--- config.mk ---
export PLATFORM = sky130hd
export DESIGN_NAME = load_store_unit
export DESIGN_NICKNAME = d
export VERILOG_FILES = /design/src/rtl/riscv_pkg.sv /design/src/rtl/load_store_unit_align.sv /design/src/rtl/load_store_unit.sv
export SDC_FILE = /design/constraint.sdc
export NUM_CORES = 1
export LEC_CHECK = 0
export CAP_MARGIN = 25
export CORE_UTILIZATION = 48
export DETAILED_ROUTE_END_ITERATION = 8
export PLACE_DENSITY = 0.86
export SLEW_MARGIN = 20
export SYNTH_ARGS = -nofsm -noshare
export SYNTH_HDL_FRONTEND = slang
export SYNTH_SLANG_ARGS = --single-unit
--- constraint.sdc ---
create_clock -name clk -period 5.3 [get_ports clk]
set_input_delay 0.53 -clock clk [delete_from_list [all_inputs] [get_ports clk]]
set_output_delay 0.53 -clock clk [all_outputs]
set_load 0.05 [all_outputs]
--- src/rtl/riscv_pkg.sv ---
// Shared RV32I constants: funct3 width/sign codes and load/store unit state encodings.
package riscv_pkg;

    localparam logic [2:0] F3_B  = 3'b000;
    localparam logic [2:0] F3_H  = 3'b001;
    localparam logic [2:0] F3_W  = 3'b010;
    localparam logic [2:0] F3_BU = 3'b100;
    localparam logic [2:0] F3_HU = 3'b101;

    localparam logic [1:0] LSU_IDLE = 2'd0;
    localparam logic [1:0] LSU_BUSY = 2'd1;
    localparam logic [1:0] LSU_DONE = 2'd2;

    // Stores only have byte/half/word; loads additionally have the unsigned byte/half forms.
    function automatic logic f3_illegal(input logic is_store, input logic [2:0] f3);
        if (is_store)
            return f3 > F3_W;
        else
            return (f3 == 3'b011) || (f3 == 3'b110) || (f3 == 3'b111);
    endfunction

endpackage

--- src/rtl/load_store_unit_align.sv ---
// Combinational lane logic: store byte enables/replication, access checks, load extract/extend.
module lsu_align
    import riscv_pkg::*;
(
    input  logic        is_store,
    input  logic [2:0]  funct3,
    input  logic [1:0]  addr_lo,
    input  logic [31:0] store_data,
    input  logic [31:0] rdata,
    output logic [3:0]  be,
    output logic [31:0] wdata,
    output logic        misaligned,
    output logic        illegal,
    output logic [31:0] load_ext
);

    logic [7:0]  byte_sel;
    logic [15:0] half_sel;

    assign byte_sel = rdata[{addr_lo, 3'b000} +: 8];
    assign half_sel = rdata[{addr_lo[1], 4'b0000} +: 16];

    assign misaligned = ((funct3[1:0] == 2'b01) && addr_lo[0]) ||
                        ((funct3[1:0] == 2'b10) && (addr_lo != 2'b00));
    assign illegal    = f3_illegal(is_store, funct3);

    // Data is replicated across lanes so the enabled lane always carries the right bytes.
    always_comb begin
        be    = 4'b0000;
        wdata = store_data;
        if (!is_store) begin
            be = 4'b1111;
        end else begin
            case (funct3)
                F3_B: begin
                    be    = 4'b0001 << addr_lo;
                    wdata = {4{store_data[7:0]}};
                end
                F3_H: begin
                    be    = 4'b0011 << addr_lo;
                    wdata = {2{store_data[15:0]}};
                end
                F3_W:    be = 4'b1111;
                default: be = 4'b0000;
            endcase
        end
    end

    always_comb begin
        load_ext = 32'd0;
        case (funct3)
            F3_B:    load_ext = {{24{byte_sel[7]}}, byte_sel};
            F3_H:    load_ext = {{16{half_sel[15]}}, half_sel};
            F3_W:    load_ext = rdata;
            F3_BU:   load_ext = {24'd0, byte_sel};
            F3_HU:   load_ext = {16'd0, half_sel};
            default: load_ext = 32'd0;
        endcase
    end

endmodule

--- src/rtl/load_store_unit.sv ---
// Data-memory access stage: request FSM, capture registers and bus-timeout counter.
module load_store_unit
    import riscv_pkg::*;
#(
    parameter int TIMEOUT_CYCLES = 16,
    parameter int CNT_W          = 5
) (
    input  logic        clk,
    input  logic        rst,
    input  logic        req_valid,
    input  logic        is_store,
    input  logic [2:0]  funct3,
    input  logic [31:0] addr,
    input  logic [31:0] store_data,
    output logic        stall,
    output logic        done,
    output logic [31:0] load_data,
    output logic        fault,
    output logic        dmem_req,
    output logic        dmem_we,
    output logic [31:0] dmem_addr,
    output logic [3:0]  dmem_be,
    output logic [31:0] dmem_wdata,
    input  logic        dmem_ready,
    input  logic [31:0] dmem_rdata
);

    localparam logic [CNT_W-1:0] CNT_LAST = CNT_W'(TIMEOUT_CYCLES - 1);

    logic [1:0]       state;
    logic [CNT_W-1:0] cnt;
    logic             is_store_q;
    logic [2:0]       funct3_q;
    logic [1:0]       addr_lo_q;

    logic        al_is_store;
    logic [2:0]  al_funct3;
    logic [1:0]  al_addr_lo;
    logic [3:0]  al_be;
    logic [31:0] al_wdata;
    logic        al_misaligned;
    logic        al_illegal;
    logic [31:0] al_load_ext;

    // One aligner serves both phases: live inputs while deciding in IDLE, captured fields afterwards.
    assign al_is_store = (state == LSU_IDLE) ? is_store     : is_store_q;
    assign al_funct3   = (state == LSU_IDLE) ? funct3       : funct3_q;
    assign al_addr_lo  = (state == LSU_IDLE) ? addr[1:0]    : addr_lo_q;

    lsu_align u_align (
        .is_store   (al_is_store),
        .funct3     (al_funct3),
        .addr_lo    (al_addr_lo),
        .store_data (store_data),
        .rdata      (dmem_rdata),
        .be         (al_be),
        .wdata      (al_wdata),
        .misaligned (al_misaligned),
        .illegal    (al_illegal),
        .load_ext   (al_load_ext)
    );

    assign stall = !rst && (((state == LSU_IDLE) && req_valid) || (state == LSU_BUSY));
    assign done  = !rst && (state == LSU_DONE);

    always_ff @(posedge clk) begin
        if (rst) begin
            state      <= LSU_IDLE;
            cnt        <= '0;
            is_store_q <= 1'b0;
            funct3_q   <= 3'd0;
            addr_lo_q  <= 2'd0;
            fault      <= 1'b0;
            load_data  <= 32'd0;
            dmem_req   <= 1'b0;
            dmem_we    <= 1'b0;
            dmem_addr  <= 32'd0;
            dmem_be    <= 4'd0;
            dmem_wdata <= 32'd0;
        end else begin
            case (state)
                LSU_IDLE: begin
                    cnt       <= '0;
                    fault     <= 1'b0;
                    load_data <= 32'd0;
                    if (req_valid) begin
                        if (al_misaligned || al_illegal) begin
                            state <= LSU_DONE;
                            fault <= 1'b1;
                        end else begin
                            state      <= LSU_BUSY;
                            is_store_q <= is_store;
                            funct3_q   <= funct3;
                            addr_lo_q  <= addr[1:0];
                            dmem_req   <= 1'b1;
                            dmem_we    <= is_store;
                            dmem_addr  <= {addr[31:2], 2'b00};
                            dmem_be    <= al_be;
                            dmem_wdata <= al_wdata;
                        end
                    end
                end
                LSU_BUSY: begin
                    if (dmem_ready) begin
                        state     <= LSU_DONE;
                        dmem_req  <= 1'b0;
                        fault     <= 1'b0;
                        load_data <= is_store_q ? 32'd0 : al_load_ext;
                    end else if (cnt == CNT_LAST) begin
                        state     <= LSU_DONE;
                        dmem_req  <= 1'b0;
                        fault     <= 1'b1;
                        load_data <= 32'd0;
                    end else begin
                        cnt <= cnt + 1'b1;
                    end
                end
                LSU_DONE: begin
                    state     <= LSU_IDLE;
                    fault     <= 1'b0;
                    load_data <= 32'd0;
                end
                default: state <= LSU_IDLE;
            endcase
        end
    end

endmodule

---- Word-level counts from Yosys, hierarchy flattened ----
Index checks and enable logic that the tools add are counted.
storage, ports and cells
  input bits .............................. 104
  register bits ........................... 113
cells by class
  reductions and logical operators ........ 24
  add/sub/neg operators ................... 1
  order comparisons ....................... 1
  multiplexer cells ....................... 31
  eq/ne operators ......................... 17
  shift-type cells ........................ 4
  bitwise operators ....................... 1
operators by type and width
  cell                   number
  $pmux W32 S5           1
  $mux W32               4
  $pmux W32 S2           2
  $shiftx A32 B6 Y16     1
  $shiftx A32 B6 Y8      1
  $eq A3 B3 Y1 const B   4
  $pmux W4 S3            1
  $mux W1                10
  $mux W2                5
  $mux W5                2
  $pmux W5 S2            1
  $ne A2 B2 Y1 const B   4
  $eq A3 B2 Y1 const B   2
  $reduce_and A2 Y1      3
  $reduce_and A3 Y1      2
  $reduce_bool A2 Y1     3
  $add A5 B1 Y5 const B  1
  $eq A5 B4 Y1 const B   1
  $logic_and A1 B1 Y1    5
  $logic_or A1 B1 Y1     5
  $eq A2 B1 Y1 const B   2
  $eq A2 B2 Y1 const B   2
  $mux W4                1
  $pmux W2 S2            1
  15 further kinds       15

---- Logic depth before layout (Yosys ltp) ----
  word-level depth ........................ 10
  depth in mapped cells ................... 11
  depth with buffers taken out ............ 8

---- Cells and area by module ----
A second synthesis with hierarchy kept.
second synthesis, totals
  cells, all modules ...................... 720
  area total of the unflattened synthesis .. 5726.7 um^2
by module, submodules not included
  module           cells an instance  times used  seq. area each (um^2)  area each (um^2)
  load_store_unit  537                1           2262.2                 4396.7
  lsu_align        183                1           0.0                    1330.0

---- Worst setup path before layout ----
No wires, ideal clock.
  path kind ............................... register -> output
  start point ............................. reg state[0]
  end point ............................... out stall
  path slack .............................. 2.938 ns
  data arrival time ....................... 1.832 ns
  stages on the path, launching flop included .. 8
  required time ........................... 4.770 ns
  cell sequence ........................... dfxtp_1 -> inv_1 -> ha_1 -> buf_6 -> buf_6 -> clkbuf_1 -> a21oi_1 -> nor2_1
on the way
  cells in the longest elaborated chain, start to end .. 4
RTL lines
  element                   line                   RTL
  start: declaration        load_store_unit.sv:30  logic [1:0] state;
  start signal: assignment  load_store_unit.sv:68  state <= LSU_IDLE;
  start signal: assignment  load_store_unit.sv:88  state <= LSU_DONE;
  start signal: assignment  load_store_unit.sv:91  state <= LSU_BUSY;
  $logic_not A2 Y1          load_store_unit.sv:63  assign stall = !rst && (((state == LSU_IDLE) && req_valid) || (state == LSU_BUSY));
  $logic_and A1 B1 Y1       load_store_unit.sv:63
  $logic_or A1 B1 Y1 *      load_store_unit.sv:63
  $logic_and A1 B1 Y1 *     load_store_unit.sv:63
  end: declaration          load_store_unit.sv:15  output logic stall,
Mark *: on every way between the ends. The rest lies on a longest branch, timed or not.

---- Worst setup path in the final report ----
  start point ............................. reg state[0]
  end point ............................... reg dmem_wdata[15]
on the way
  cells in the longest elaborated chain, start to end .. 9
RTL lines
  element                                               line                   RTL
  $logic_not A2 Y1 *                                    n/a
  branches (longest 8 deep; another with $gt A3 B2 Y1)  n/a
  end signal: assignment                                load_store_unit.sv:99  dmem_wdata <= al_wdata;
  end: declaration                                      load_store_unit.sv:23  output logic [31:0] dmem_wdata,
Every way passes the cells marked *.
A chain may end at the register's enable or synchronous reset.

==> results.md <==
• status: completed
• Die Footprint: 12040 µm²
• depth of the worst hold-timing path: 2
• leakage: 2.851 nW
• number of port buffers: 206
• mean cell area of the mapped netlist: 8.316 µm²
• top area cells in the synthesized netlist: sky130_fd_sc_hd__dfxtp_1 41%, sky130_fd_sc_hd__nand2_1 9.8%, sky130_fd_sc_hd__a21oi_1 6.2%
• core area: 11080 µm²
• count of flip-flops with a built-in enable after synthesis: 0
• post-CTS setup buffers: 0
• maximum clock skew at final layout: 0.007440 ns
• top cell type's share of synthesized area: 40.60%
• overall via count from detail_route: 5908
• relative contribution of sequential cells to total power: 24.8%
• growth of design area from synthesis to finish: 47.09%
• cell at the root of the clock tree: sky130_fd_sc_hd__clkbuf_16
• die extent in x: 109.7 µm
• Syn Inst Count: 670
• sequential cell area in the final layout: 2262 µm²
• setup TNS: 0 ns
• detailed-route wire length per cell: 18.32 µm
• # fillers: 781
• top-count cell post-synth: sky130_fd_sc_hd__nand2_1
• clock latency of the later-clocked register in the worst-skew pair: 0.41 ns
• detailed-route vias per instance: 5.920
• number of endpoints with negative hold slack in the final report: 0
• Total Routing Usage GR: 30.53%
• Internal Power: 2.610 mW
• data required time of the worst path: 5.60 ns
• combinational cell fraction of total power: 52.2%
• DRC viols: 0
• unrepaired setup endpoints after global routing: no
• most frequent cells after synthesis: 146 x sky130_fd_sc_hd__nand2_1, 113 x sky130_fd_sc_hd__dfxtp_1, 69 x sky130_fd_sc_hd__a21oi_1
• Worst Path Buf+Inv: 3
• count of pins on the block boundary: 209
• share of the core filled with cells: 73.98%
• Highest Clock Rate: 281.4 MHz
• stage delay of the slowest cell on the critical path: 0.85 ns
• non-filler cells in the finished layout: 998
• number of antenna violations at the first check in global routing: 0
• hold path endpoint: load_data[5]$_SDFFE_PP0P_
• share of the yosys chip area belonging to registers: 40.60%
• worst-path cell chain: inv_1 -> ha_1 -> buf_4 -> nor3b_1 -> o22ai_2 -> a31oi_4 -> buf_4 -> nor2_1 -> a211oi_1
• clock buffers created by TritonCTS: 17
• number of hold-repair buffers added at the cts stage: 0
• number of detailed-route iterations in the first pass: 8
• number of global-route vias before repair: 5671
• Maximum Capacitance Violations: 0
• Worst VDD drop: 536.0 µV
• min-delay worst type: reg -> reg
• Worst path most repeated cell: sky130_fd_sc_hd__buf_4
• worst hold start: load_data[5]$_SDFFE_PP0P_
• ratio of final minimum period to clock period: 67.05%
• clock tree from TritonCTS: yes
• Max-Slew Margin vs Limit: 31.45%
• number of cell rows: 38
• slew at the pin closest to its max-slew limit: 1.028 ns
• category of cells accounting for the largest share of critical-path delay: compound AO/OA/AOI/OAI gates
• portion of total power attributed to the clock network: 23.0%
• Cell Pwr Density: 593.8 nW/µm²
• global-route wire length before repair: 28.17 mm
• setup slack on the worst flop-to-flop path: 1.75 ns
• cells on worst reg2reg path: 9
• # resized after CTS: 0
• Crit-path slowest cell: sky130_fd_sc_hd__a31oi_4
• maximum number of pins on one net before global-route repair: 89
• total global routing overflow: 0
• H-tree depth: 4
• number of diodes: 0
• Cell variety after synth: 55
• starting utilization of the core area: 50.29%
• number of clock sinks seen by CTS: 113
• CP Capture Type: flop
• ratio of cells with drive above 1 in the final layout: 8.858%
• endpoint of the most critical register-to-register path: dmem_wdata[15]$_SDFFE_PP0P_
• final routed wirelength across all metal layers: 18.29 mm
• Max Root-Sink Buffers: 2
• crit-path max FO: 36
• minimum period implied by the final worst setup slack: 3.554 ns
• Clock transition at path regs: 0.06 ns
• post-detailed-route count of antenna-violating nets: 0
• GPL Wtd Cong: 0.8337
• top_reg_cell synth: sky130_fd_sc_hd__dfxtp_1
• netlist area before placement: 5572 µm²
• count of state elements after synthesis: 113
• final count of negative-setup-slack endpoints: 0
• Switching Share: 46.36%
• floorplan die height: 109.7 µm
• Cell Count Post-Placement: 966
• CP arrival: 3.85 ns
• half-perimeter wire length after placement: 12.88 mm
• Final Max Slew Viols: 0
• beginning of the worst register-to-register path: state[0]$_SDFFE_PP0P_
• Setup CP Type: reg -> reg
• top cell type by total area after synthesis: sky130_fd_sc_hd__dfxtp_1
• CP startpoint kind: flop
• final net count: 955
• count of routing violations after the opening detailed-route iteration: 601
• total number of yosys warnings: 0
• total power of the final layout: 4.866 mW
• share of async-settable or async-resettable flops after synthesis: 0%
• footprint of the multi-input gates: 2995 µm²
• net load switching power: 2.256 mW
==> area by class of cell <==
class / count / share of cell area (%)
multi-input combinational: 489 / 36.55
sequential: 113 / 27.60
timing repair buffer: 215 / 26.20
clock buffer: 20 / 5.450
tap: 140 / 2.137
clock inverter: 12 / 1.649
inverter: 9 / 0.4122
==> power by group through the flow <==
stage | combinational (mW) | clock (mW) | sequential [mW]
2_1_floorplan | 1.16 | 0 | 1.84
3_3_place_gp | 2.41 | 0 | 1.20
3_5_place_dp | 2.49 | 0 | 1.21
4_1_cts | 2.52 | 1.13 | 1.20
5_1_grt | 2.71 | 1.17 | 1.23
6_report | 2.54 | 1.12 | 1.20
==> logic make-up (layout without fill, tap and decap cells) <==
| kind of cell | count (synthesis) | after routing | synth area share, % |
|---|---|---|---|
| buffers and inverters | 69 | 256 | 5.883 |
| AND/OR/NAND/NOR | 248 | 248 | 19.29 |
| AO/OA/AOI/OAI | 201 | 201 | 26.79 |
| multiplexers | 31 | 31 | 5.861 |
| XOR/XNOR | 1 | 1 | 0.1572 |
| adder cells (fa/ha/maj) | 6 | 6 | 1.347 |
| other | 1 | 2 | 0.06731 |
| flip-flops | 113 | 113 | 40.60 |
==> worst reg2reg max path, delay by kind of cell (launching register included) <==
family / cells / cell delay (ns)
buffers and inverters: 3 / 0.93
and+or+nand+nor: 2 / 0.46
DFF: 1 / 0.35
AOI/OAI and AO/OA: 3 / 1.35
adders and majority gates: 1 / 0.35
==> state kept, by name, summed over array words and instances, names as in the netlist, 2 cells and up <==
register	flops
addr_lo_q	2
cnt	5
dmem_addr	30
dmem_be	4
dmem_wdata	32
funct3_q	3
load_data	32
state	2
==> cells in the final DEF (no fill, tap or decap), drive strengths merged, types with 6 or more instances in the layout <==
cell,instances
clkdlybuf4s50,205
dfxtp,113
clkbuf,20
a21oi,69
ha,6
inv,10
o21ai,29
buf,10
nor2,49
a221oi,46
nand3,7
a222oi,8
nor3,20
nand2,146
mux2i,28
a211oi,28
==> stage by stage <==
| stage | instance area, µm² | hold WS [ns] | setup WS [ns] |
|---|---|---|---|
| 2_1_floorplan | 5575 | 0.4641 | 2.938 |
| 5_1_grt | 8195 | 0.4709 | 1.529 |
| 3_3_place_gp | 7580 | 0.4411 | 2.094 |
| 3_5_place_dp | 7607 | 0.4468 | 1.887 |
| 4_1_cts | 8189 | 0.4534 | 1.828 |
| 6_report | 8195 | 0.4531 | 1.746 |
==> per-layer routing <==
metal / global-route usage (%) / share of wire (%) / vias to the layer above
li1: - / - / 2774
met3: 6.461 / 7.4 / 52
met5: 0 / 0 / -
met2: 51.44 / 50 / 302
met4: 14.00 / 3.6 / 0
met1: 37.23 / 39 / 2780
==> worst max path at each step <==
| stage | end | cells after the start | start |
|---|---|---|---|
| 6_report | dmem_wdata[15]$_SDFFE_PP0P_ | 9 | state[0]$_SDFFE_PP0P_ |
| 5_1_grt | dmem_wdata[15]$_SDFFE_PP0P_ | 9 | state[0]$_SDFFE_PP0P_ |
| 4_1_cts | dmem_wdata[15]$_SDFFE_PP0P_ | 9 | state[0]$_SDFFE_PP0P_ |
| 3_5_place_dp | dmem_wdata[10]$_SDFFE_PP0P_ | 7 | addr[0] |
| 3_3_place_gp | dmem_wdata[23]$_SDFFE_PP0P_ | 7 | addr[0] |
| 2_1_floorplan | stall | 7 | state[0]$_SDFFE_PP0P_ |
Power figures use the tool's default switching activity.
==> variant 1: new RTL, same settings <==
Register the output `fault` once more, cleared by the reset; this adds one clock of latency there. The other outputs are not delayed to match.
--- a/src/rtl/load_store_unit.sv
+++ b/src/rtl/load_store_unit.sv
@@ -27,4 +27,6 @@
 
     localparam logic [CNT_W-1:0] CNT_LAST = CNT_W'(TIMEOUT_CYCLES - 1);
+
+    logic fault_s0;
 
     logic [1:0]       state;
@@ -71,5 +73,5 @@
             funct3_q   <= 3'd0;
             addr_lo_q  <= 2'd0;
-            fault      <= 1'b0;
+            fault_s0   <= 1'b0;
             load_data  <= 32'd0;
             dmem_req   <= 1'b0;
@@ -82,10 +84,10 @@
                 LSU_IDLE: begin
                     cnt       <= '0;
-                    fault     <= 1'b0;
+                    fault_s0  <= 1'b0;
                     load_data <= 32'd0;
                     if (req_valid) begin
                         if (al_misaligned || al_illegal) begin
                             state <= LSU_DONE;
-                            fault <= 1'b1;
+                            fault_s0 <= 1'b1;
                         end else begin
                             state      <= LSU_BUSY;
@@ -105,10 +107,10 @@
                         state     <= LSU_DONE;
                         dmem_req  <= 1'b0;
-                        fault     <= 1'b0;
+                        fault_s0  <= 1'b0;
                         load_data <= is_store_q ? 32'd0 : al_load_ext;
                     end else if (cnt == CNT_LAST) begin
                         state     <= LSU_DONE;
                         dmem_req  <= 1'b0;
-                        fault     <= 1'b1;
+                        fault_s0  <= 1'b1;
                         load_data <= 32'd0;
                     end else begin
@@ -118,5 +120,5 @@
                 LSU_DONE: begin
                     state     <= LSU_IDLE;
-                    fault     <= 1'b0;
+                    fault_s0  <= 1'b0;
                     load_data <= 32'd0;
                 end
@@ -126,4 +128,12 @@
     end
 
+    always_ff @(posedge clk) begin
+        if (rst) begin
+            fault <= '0;
+        end else begin
+            fault <= fault_s0;
+        end
+    end
+
 endmodule
 
Check against the original RTL: not equivalent (a bounded check fails within 4 cycles, from zero or initial values and one cycle with rst high).
==> variant 1 against the original RTL <==
Area after synthesis grew 0.92%. Largest cell class unchanged. Synthesized cell count is 3.6% lower. Design area up 1.5%. Wire length fell by 6.0%. Largest power group unchanged. Global-route usage down 1.9 points. Power fell by 1.6%. Setup slack improved by 0.016 ns. Utilization is 1.1 points lower. Sequential cell count rose by 1.
==> variant 1: results <==
metrics = {
    "power": {
        "switchingPower_w": 0.002068,
        "share_comb_of_total_power_pct": 48.8,
        "power_leakage_nw": 2.957,
        "power_clock_w": 0.00125,
        "peakVddDrop_v": 0.0003768,
        "power.density_mw_per_mm2": 575.8,
    },
    "global_route": {
        "grt_usage_pct": 28.64,
        "grt_pass1_vias": 5419,
        "grt_max_degree": 81,
        "grt_pass1_wl_mm": 26.48,
    },
    "placement": {
        "place_inst": 951,
        "hpwlAfterDp_mm": 12.07,
        "place_area_mm2": 0.007641,
        "post-place-ws_ns": 1.818,
        "port_buffers": 206,
        "gp_congestion": 0.8854,
    },
    "detailed_routing": {
        "drt_iter0_drc": 471,
        "vias_per_cell": 5.722,
        "firstDrtPassIters": 6,
        "wl_per_cell_um": 17.48,
    },
    "yosys": {
        "yosysUniqueCellTypes": 60,
        "synth_common_cells": "nand2_1, dfxtp_1, a21oi_1, nor2_1, mux2i_1",
        "syn_avg_cell_area_um2": 8.704,
        "ys_seq_area_share_pct": 40.59,
        "synth_compound_area_share_pct": 24.86,
    },
    "sta": {
        "skew_ns": 0.008511,
        "slew-limit-headroom_pct": 34.97,
    },
    "worst_setup_path": {
        "cp_slowest_cell": "ha_1",
    },
    "finish": {
        "fin_nets": 938,
    },
    "outcome": {
        "status": "finished, final reports clean",
    },
    "worst_hold_path": {
        "min_from": "dmem_addr[25]",
    },
}
variant 1: changes by cell type in the layout (fill, tap and decap cells not counted), moves of 5 or more:
cell,change
nor2_1,-12
a211oi_1,-9
nand3_1,-5
a221oi_1,-10
o211ai_1,+8
o21ai_0,-16
nand3b_1,+5
a22oi_1,+20
nor3_1,-6
a221oi_2,-10
variant 1: area by class of cell:
cell class	instances	area, um^2
sequential	114	2282
fill	830	3099
timing repair buffer	214	2143
inverter	11	41.29
multi-input combinational	470	3023
clock inverter	10	180.2
tap	143	178.9
clock buffer	21	470.5
variant 1: final timing paths:
check                    to  slack [ns]  depth (start not counted)
max reg2reg  dmem_wdata[17]        1.76                          8
max          dmem_wdata[17]        1.76                          8
min reg2reg   dmem_addr[25]        0.45                          2
min           dmem_addr[25]        0.45                          2
variant 1: layer usage:
layer,global-route usage (%),up-vias,wire [um]
li1,-,2685,-
met1,31.20,2648,6617
met2,49.51,257,8334
met3,11.41,35,1799
met4,11.75,0,437
met5,0,-,0
==> variant 2: new RTL, same flow settings <==
Without the edit above. Change the parameter `TIMEOUT_CYCLES` from 16 to 8.
--- a/src/rtl/load_store_unit.sv
+++ b/src/rtl/load_store_unit.sv
@@ -3,5 +3,5 @@
     import riscv_pkg::*;
 #(
-    parameter int TIMEOUT_CYCLES = 16,
+    parameter int TIMEOUT_CYCLES = 8,
     parameter int CNT_W          = 5
 ) (
Function: no difference found for any inputs over 4 cycles, from zero or initial values and one cycle with rst high; that may be too few to reach the edited logic, so the function may still have changed.
==> variant 2 against the original RTL <==
Combinational power is essentially flat. Area after synthesis decreased by 0.81%. Power rose by 0.40%. Setup slack improved by 0.30 ns. Design area increased by 0.11%. Sequential cell count did not move. Wire length fell by 2.4%. Fmax is 9.2% higher. Critical path type unchanged.
==> variant 2: results <==
metrics = {
    "placement": {
        "place_area_mm2": 0.007595,
        "place_inst": 886,
        "gp_congestion": 0.8908,
        "post-place-ws_ns": 2.164,
        "hpwlAfterDp_mm": 12.51,
    },
    "yosys": {
        "syn_avg_cell_area_um2": 9.545,
        "yosysWarnings": 0,
        "yosysUniqueCellTypes": 55,
        "ys_seq_area_share_pct": 40.93,
        "synth_common_cells": "dfxtp_1, mux2i_1, nor2_1, a21oi_1, a211oi_1",
        "synth_area_leaders": "dfxtp_1, mux2i_1, nor2_1, a211oi_1, a21oi_1",
        "async_flop_share_pct": 0,
    },
    "sta": {
        "slew-limit-headroom_pct": 35.22,
        "skew_ns": 0.007881,
    },
    "detailed_routing": {
        "vias_per_cell": 5.865,
        "firstDrtPassIters": 6,
        "drt_iter0_drc": 416,
        "vias": 5384,
        "wl_per_cell_um": 19.44,
    },
    "power": {
        "switchingPower_w": 0.002192,
        "peakVddDrop_v": 0.0004098,
        "power_leakage_nw": 2.978,
    },
    "global_route": {
        "grt_overflow": 0,
        "grt_usage_pct": 30.28,
        "antenna_found_initial": 0,
        "grt_pass1_vias": 5368,
        "grt_max_degree": 74,
        "grt_pass1_wl_mm": 27.54,
    },
    "clock_network": {
        "clk_path_buf_depth": 2,
        "worst_skew_pair.late_latency_ns": 0.41,
        "cts_buffers": 17,
        "post_cts.repair.setup_buffers": 0,
        "clk_pin_slew_ns": 0.06,
    },
    "finish": {
        "drive_gt1_share_pct": 9.512,
        "top_regs": "dmem_wdata: 32 flops, load_data: 32 flops, dmem_addr: 30 flops",
        "antennaDiodeCount": 0,
        "fin_nets": 874,
    },
    "outcome": {
        "status": "finished, final reports clean",
    },
    "worst_setup_path": {
        "cp_max_fo": 27,
        "slowest_delay_ns": 0.80,
        "arrival_ns": 3.49,
        "cp_slowest_cell": "o31a_1",
        "cp_top_family": "compound AO/OA/AOI/OAI gates",
    },
    "worst_hold_path": {
        "hold_class": "flop to flop",
    },
    "floorplanning": {
        "start_util_pct": 50.10,
    },
}
variant 2: cells by family after synthesis:
family / synth area share, %
other cells: 0.06785
compound gates: 23.21
xor+xnor: 0.3170
flops: 40.93
fa+ha+maj: 1.132
buf+inv: 5.343
simple gates: 12.70
mux: 16.30
variant 2: worst paths after layout:
| path | start | end | slack (ns) | depth (start not counted) |
|---|---|---|---|---|
| worst max-delay path | state[0] | load_data[19] | 2.05 | 8 |
| worst min-delay path | dmem_wdata[24] | dmem_wdata[24] | 0.48 | 2 |
| worst max register to register | state[0] | load_data[19] | 2.05 | 8 |
| worst min register to register | dmem_wdata[24] | dmem_wdata[24] | 0.48 | 2 |
variant 2: tightest hold or removal path: cells and delay by family (launching register included):
| kind | cells | cell delay [ns] |
|---|---|---|
| and+or+nand+nor | 1 | 0.07 |
| DFF | 1 | 0.31 |
| AOI/OAI and AO/OA | 1 | 0.06 |
variant 2: power groups by stage:
stage	Combinational, W	Sequential (W)	Clock, W
2_1_floorplan	0.00125	0.00179	0
4_1_cts	0.00254	0.00118	0.00116
6_report	0.00255	0.00119	0.00115
3_3_place_gp	0.00244	0.00118	0
5_1_grt	0.00271	0.00121	0.00120
3_5_place_dp	0.00251	0.00120	0
variant 2: routing by layer:
metal	up-vias	GRT usage (%)	wire, um
met3	38	9.781	1767
met5	-	0	0
met1	2539	34.77	6892
met2	284	52.16	8711
met4	0	11.81	473
li1	2523	-	-
variant 2: layout make-up:
cell class              count  area (um^2)
fillers                   794         2826
clock buffers              19        452.9
clock inverters            13        151.4
repair buffers            213         2132
flip-flops and latches    113         2262
multi-input cells         411         2997
inverters                   9        33.78
well taps                 140        175.2
